## src/rtl/vram_pkg.sv

```systemverilog
// Shared types for the VRAM port arbiter: default widths, grant states,
// buffered write record and the grant priority function.
package vram_pkg;

  localparam int VRAM_ADDR_W = 19;
  localparam int VRAM_DATA_W = 8;

  typedef enum logic [1:0] {
    IDLE,
    READ,
    WRITE
  } arb_state_t;

  typedef struct packed {
    logic [VRAM_ADDR_W-1:0] addr;
    logic [VRAM_DATA_W-1:0] data;
  } vram_wr_t;

  // Scan-out always wins; buffered writes only use idle RAM cycles.
  function automatic arb_state_t arb_grant(
    input logic scan,
    input logic pend
  );
    arb_state_t g;
    g = IDLE;
    unique case (1'b1)
      scan:        g = READ;
      (!scan && pend): g = WRITE;
      default:     g = IDLE;
    endcase
    return g;
  endfunction

endpackage

```

## src/rtl/vram_wr_fifo.sv

```systemverilog
// Synchronous write-buffer FIFO for the VRAM arbiter.
// Ports: clk, rst (async high), push/push_data, pop, head, full, empty.
module vram_wr_fifo
  import vram_pkg::*;
#(
  parameter type T     = vram_wr_t,
  parameter int  DEPTH = 4
) (
  input  logic clk,
  input  logic rst,
  input  logic push,
  input  T     push_data,
  input  logic pop,
  output T     head,
  output logic full,
  output logic empty
);

  localparam int PW = $clog2(DEPTH);
  localparam logic [PW:0]   CNT_ONE  = 1;
  localparam logic [PW-1:0] PTR_ONE  = 1;
  localparam logic [PW:0]   CNT_FULL = (PW+1)'(DEPTH);

  T              mem [DEPTH];
  logic [PW-1:0] wr_ptr;
  logic [PW-1:0] rd_ptr;
  logic [PW:0]   cnt;
  logic          do_push;
  logic          do_pop;

  // full/empty come from the registered count, so a same-cycle pop
  // never makes room for a push.
  assign full    = (cnt == CNT_FULL);
  assign empty   = (cnt == '0);
  assign do_push = push && !full;
  assign do_pop  = pop && !empty;
  assign head    = mem[rd_ptr];

  always_ff @(posedge clk or posedge rst) begin
    if (rst) begin
      wr_ptr <= '0;
      rd_ptr <= '0;
      cnt    <= '0;
    end else begin
      if (do_push) wr_ptr <= wr_ptr + PTR_ONE;
      if (do_pop)  rd_ptr <= rd_ptr + PTR_ONE;
      unique case ({do_push, do_pop})
        2'b10:   cnt <= cnt + CNT_ONE;
        2'b01:   cnt <= cnt - CNT_ONE;
        default: cnt <= cnt;
      endcase
    end
  end

  always_ff @(posedge clk) begin
    if (do_push) mem[wr_ptr] <= push_data;
  end

endmodule

```

## src/rtl/vram_port_arbiter.sv

```systemverilog
// Single-port VRAM sharer: scan-out reads win, writes buffered and drained
// into idle cycles. Ports: Clk, Reset, scan_*, wr_*, ram_*, stall_cnt.
// Optional macro VRAM_ARB_STALL_STATS_EN enables the stall_cnt counter.
module vram_port_arbiter
  import vram_pkg::*;
#(
  parameter int ADDR_W     = VRAM_ADDR_W,
  parameter int DATA_W     = VRAM_DATA_W,
  parameter int FIFO_DEPTH = 4
) (
  input  logic              Clk,
  input  logic              Reset,
  input  logic              scan_req,
  input  logic [ADDR_W-1:0] scan_addr,
  output logic [DATA_W-1:0] scan_data,
  output logic              scan_valid,
  input  logic              wr_valid,
  output logic              wr_ready,
  input  logic [ADDR_W-1:0] wr_addr,
  input  logic [DATA_W-1:0] wr_data,
  output logic              ram_en,
  output logic              ram_we,
  output logic [ADDR_W-1:0] ram_addr,
  output logic [DATA_W-1:0] ram_wdata,
  input  logic [DATA_W-1:0] ram_rdata,
  output logic [15:0]       stall_cnt
);

  typedef struct packed {
    logic [ADDR_W-1:0] addr;
    logic [DATA_W-1:0] data;
  } wr_t;

  arb_state_t state;
  arb_state_t grant;
  wr_t        head;
  wr_t        in_wr;
  logic       fifo_full;
  logic       fifo_empty;
  logic       push;
  logic       pop;

  assign in_wr    = '{addr: wr_addr, data: wr_data};
  assign wr_ready = !fifo_full;
  assign push     = wr_valid && wr_ready;
  assign grant    = arb_grant(scan_req, !fifo_empty);
  assign pop      = (grant == WRITE);

  vram_wr_fifo #(
    .T     (wr_t),
    .DEPTH (FIFO_DEPTH)
  ) u_fifo (
    .clk       (Clk),
    .rst       (Reset),
    .push      (push),
    .push_data (in_wr),
    .pop       (pop),
    .head      (head),
    .full      (fifo_full),
    .empty     (fifo_empty)
  );

  // state is the grant of the previous cycle; READ in state means the
  // RAM is strobed now and returns data next cycle.
  always_ff @(posedge Clk or posedge Reset) begin
    if (Reset) begin
      state      <= IDLE;
      ram_en     <= 1'b0;
      ram_we     <= 1'b0;
      ram_addr   <= '0;
      ram_wdata  <= '0;
      scan_valid <= 1'b0;
    end else begin
      state      <= grant;
      scan_valid <= (state == READ);
      unique case (grant)
        READ: begin
          ram_en   <= 1'b1;
          ram_we   <= 1'b0;
          ram_addr <= scan_addr;
        end
        WRITE: begin
          ram_en    <= 1'b1;
          ram_we    <= 1'b1;
          ram_addr  <= head.addr;
          ram_wdata <= head.data;
        end
        default: begin
          ram_en <= 1'b0;
          ram_we <= 1'b0;
        end
      endcase
    end
  end

  assign scan_data = scan_valid ? ram_rdata : '0;

`ifdef VRAM_ARB_STALL_STATS_EN
  logic [15:0] stall_q;

  always_ff @(posedge Clk or posedge Reset) begin
    if (Reset) begin
      stall_q <= '0;
    end else if (scan_req && !fifo_empty && stall_q != 16'hFFFF) begin
      stall_q <= stall_q + 16'd1;
    end
  end

  assign stall_cnt = stall_q;
`else
  assign stall_cnt = '0;
`endif

endmodule

```

## config.mk

```make
export PLATFORM = sky130hd
export DESIGN_NAME = vram_port_arbiter
export DESIGN_NICKNAME = d
export VERILOG_FILES = /design/src/rtl/vram_pkg.sv /design/src/rtl/vram_wr_fifo.sv /design/src/rtl/vram_port_arbiter.sv
export SDC_FILE = /design/constraint.sdc
export NUM_CORES = 1
export LEC_CHECK = 0
export CAP_MARGIN = 40
export CORE_UTILIZATION = 30
export DETAILED_ROUTE_END_ITERATION = 7
export SLEW_MARGIN = 20
export SYNTH_ARGS = -nofsm -noshare
export SYNTH_HDL_FRONTEND = slang
export SYNTH_SLANG_ARGS = --single-unit
```

## constraint.sdc

```tcl
create_clock -name Clk -period 2.1 [get_ports Clk]
set_input_delay 0.21 -clock Clk [delete_from_list [all_inputs] [get_ports Clk]]
set_output_delay 0.21 -clock Clk [all_outputs]
set_load 0.01 [all_outputs]
```

==> metrics.csv <==
stage,metric,value,unit
run_status,status,"complete, no violations",
yosys,synth_cell_types,30,
die,core.rowCount,50,
critical_path,crit_chain,"or3b_4, and2_4, inv_2, ha_4, inv_2, fa_2, xor2_1, nor2_1, xor2_1",
clock_tree,ctsRootBufferMaster,clkbuf_16,
critical_path,slowest_stage,or3b_4,
sta,hold_viol,0,
sta,drv_slew,0,
critical_path,crit_required,2.43,ns
power_and_ir_drop,p_int,7.27,mW
cells_and_area,final_core_util,40.6,%
placed_design,dpl.hpwl,7.45,mm
power_and_ir_drop,p_comb_share,28.9,%
yosys,synth_cells,313,
sta,min_period,2.04,ns
clock_tree,clockBufferDepth,2,
cells_and_area,antennaDiodeCount,0,
global_routing,grt_use_met1,15.0,%
die,io_pins,113,
cells_and_area,nets,495,
die,core,18800,µm²
power_and_ir_drop,p_seq_share,41.8,%
cells_and_area,area.growth.synth_to_final,32.4,%
power_and_ir_drop,power_switching,2.84,mW
routing,first_iter_violations,220,
yosys,yosysWarnings,0,
critical_path,rr_startpoint,u_fifo.cnt[1],
min_path,hold_path_class,in2async,
critical_path,r2r-end,u_fifo.cnt[2],
global_routing,grt-ovfl-total,0,
die,die_h,141,µm
global_routing,grt_pass1_vias,3250,
global_routing,grt_start_max_net_pins,28,
power_and_ir_drop,p_clk_share,29.3,%
power_and_ir_drop,vdd_drop_max,0.000655,V
routing,drc,0,
critical_path,critical_path_arrival,2.37,ns
cells_and_area,design_area,7620,µm²
yosys,ys_seq_area_share,73.3,%
cells_and_area,layout_common_cells,"edfxtp_1, clkdlybuf4s50_1, dfrtp_1",
die,die_width,141,µm
yosys,netlist_area,5760,µm²
placed_design,port_buffers,96,
cells_and_area,final_common_cell,edfxtp_1,
global_routing,antenna_found_initial,0,
power_and_ir_drop,p_leak,2.78,nW
clock_tree,post_cts_buffers,0,
flow_run,drv_cap,0,
critical_path,r2r_slack,0.06,ns
sta,rsz0062_at_grt,true,
sta,slew_headroom,47.9,%
die,initial_core_util,30.7,%
power_and_ir_drop,swShare,28.1,%
clock_tree,clk_pin_slew_worst_paths,0.06,ns
global_routing,grt_util_met3,3.93,%
sta,clock-skew-final,0.0114,ns
routing,viasPerCell,4.53,
sta,worst_slew_pin_slew,0.782,ns
clock_tree,cts_buffers,17,
routing,firstDrtPassIters,4,
clock_tree,hold_buffers,0,
critical_path,cp-start-kind,register,
sta,fmax,490,MHz
die,die_area,19700,µm²
power_and_ir_drop,p_per_area,1330,nW/µm²
sta,finalSetupViolCount,0,
critical_path,worstPathMaxFanout,2,
placed_design,placed_area,7020,µm²
clock_tree,cts_sinks,147,
routing,drtAntennaViolNets,0,
global_routing,grt_busiest_layer,met2,
cells_and_area,fillCellCount,1727,
global_routing,grt_pass1_wl,18.1,mm
placed_design,gp_congestion,0.676,
global_routing,grt_usage,12.6,%
global_routing,grtUsageMet2,21.4,%
critical_path,cpLargestDelayFamily,simple AND/OR/NAND/NOR gates,
critical_path,critPathKind,reg2reg,
yosys,synth-seq-cells,147,
critical_path,critPathBufInv,2,
routing,vias,3072,
routing,routed_wl,11.5,mm
clock_tree,cts_tree,done,
clock_tree,ctsHtreeMaxLevel,4,
sta,fin_crit_sh,97.1,%
critical_path,reg2regPathDepth,9,
critical_path,crit_path_end_kind,register,
power_and_ir_drop,finalPower,10.1,mW
cells_and_area,drive_gt1_share,22.1,%
routing,routedWlPerCell,16.9,µm
yosys,synth.avg_cell_area,18.4,µm²
clock_tree,clock_latency,0.42,ns
critical_path,cpPeakStageDelay,0.39,ns
## power groups by stage
| stage | Sequential, mW | Combinational [mW] | Clock (mW) |
|---|---|---|---|
| after global routing | 4.32 | 3.19 | 3.13 |
| after global placement | 4.26 | 2.93 | 0 |
| after floorplan | 4.29 | 1.68 | 0 |
| after detailed placement | 4.30 | 2.98 | 0 |
| after CTS | 4.25 | 2.99 | 3.02 |
| final | 4.23 | 2.92 | 2.96 |
## per-layer routing
layer	share of wire [%]	wire length, µm
met1	42	4870
met3	5.0	579
met4	1.4	166
met2	51	5880
met5	0	0
## how the worst max path moves through the flow
stage	startpoint	endpoint	depth (start not counted)
floorplan	u_fifo.cnt[0]	u_fifo.cnt[2]	9
global placement	u_fifo.cnt[1]	u_fifo.cnt[2]	9
detailed placement	u_fifo.cnt[1]	u_fifo.cnt[2]	9
CTS	u_fifo.cnt[1]	u_fifo.cnt[2]	9
global route	u_fifo.cnt[1]	u_fifo.cnt[2]	9
finish	u_fifo.cnt[1]	u_fifo.cnt[2]	9
## area by class of cell
type / instances / area (µm²) / share of cell area, %
inverters: 29 / 109 / 1.43
clock buffers: 18 / 429 / 5.63
well taps: 234 / 293 / 3.84
multi-input cells: 123 / 1310 / 17.2
repair buffers: 113 / 1100 / 14.4
clock inverters: 14 / 155 / 2.04
flip-flops and latches: 147 / 4220 / 55.4
## cell families (layout without fill, tap and decap cells)
group | Yosys count | after routing | share of synthesized area (%)
xor gates and xnor gates | 6 | 6 | 0.913
and+or+nand+nor | 20 | 20 | 2.35
AOI/OAI and AO/OA | 38 | 38 | 4.13
adders and majority gates | 6 | 6 | 1.43
DFF | 147 | 147 | 73.3
muxes | 37 | 37 | 12.6
other | 1 | 16 | 0.0652
buffers and inverters | 58 | 174 | 5.24
## synth_stat cells, drive strengths merged
library cell / n / area share [%]
a22oi: 19 / 2.5
and2: 9 / 1.0
and3: 4 / 0.52
buf: 23 / 3.0
clkbuf: 6 / 0.39
conb: 1 / 0.065
dfrtp: 39 / 17
edfxtp: 108 / 56
fa: 1 / 0.35
ha: 5 / 1.1
inv: 29 / 1.9
mux2: 9 / 1.8
mux2i: 1 / 0.17
mux4: 27 / 11
nor2: 1 / 0.065
nor2b: 1 / 0.11
nor3: 1 / 0.087
nor3b: 1 / 0.13
nor4: 1 / 0.11
o21ai: 19 / 1.7
or2: 1 / 0.11
or3b: 1 / 0.20
xnor2: 3 / 0.46
xor2: 3 / 0.46
## sequential cells by signal, indices dropped and copies added, names as in the netlist
| name | flops |
|---|---|
| u_fifo.mem | 108 |
| ram_addr | 19 |
| ram_wdata | 8 |
| u_fifo.cnt | 3 |
| state | 2 |
| u_fifo.rd_ptr | 2 |
| u_fifo.wr_ptr | 2 |
| ram_en | 1 |
| ram_we | 1 |
| scan_valid | 1 |
## stage by stage
step,cells,hold WS (ns),setup WS [ns],setup TNS [ns]
after global routing,678,0.145,-0.0498,-0.0498
final,678,0.128,0.0611,0
after floorplan,328,0.308,0.0213,0
after detailed placement,646,0.391,0.0369,0
after global placement,646,0.386,0.0876,0
after CTS,678,0.125,0.00747,0
## repair_timing
| item | 4_1_cts | 5_1_grt |
|---|---|---|
| endpoints found under the setup margin | 0 | 1 |
| resized for setup | 0 | 5 |
| hold endpoints to repair | 0 | 0 |
Power figures use the tool's default switching activity.
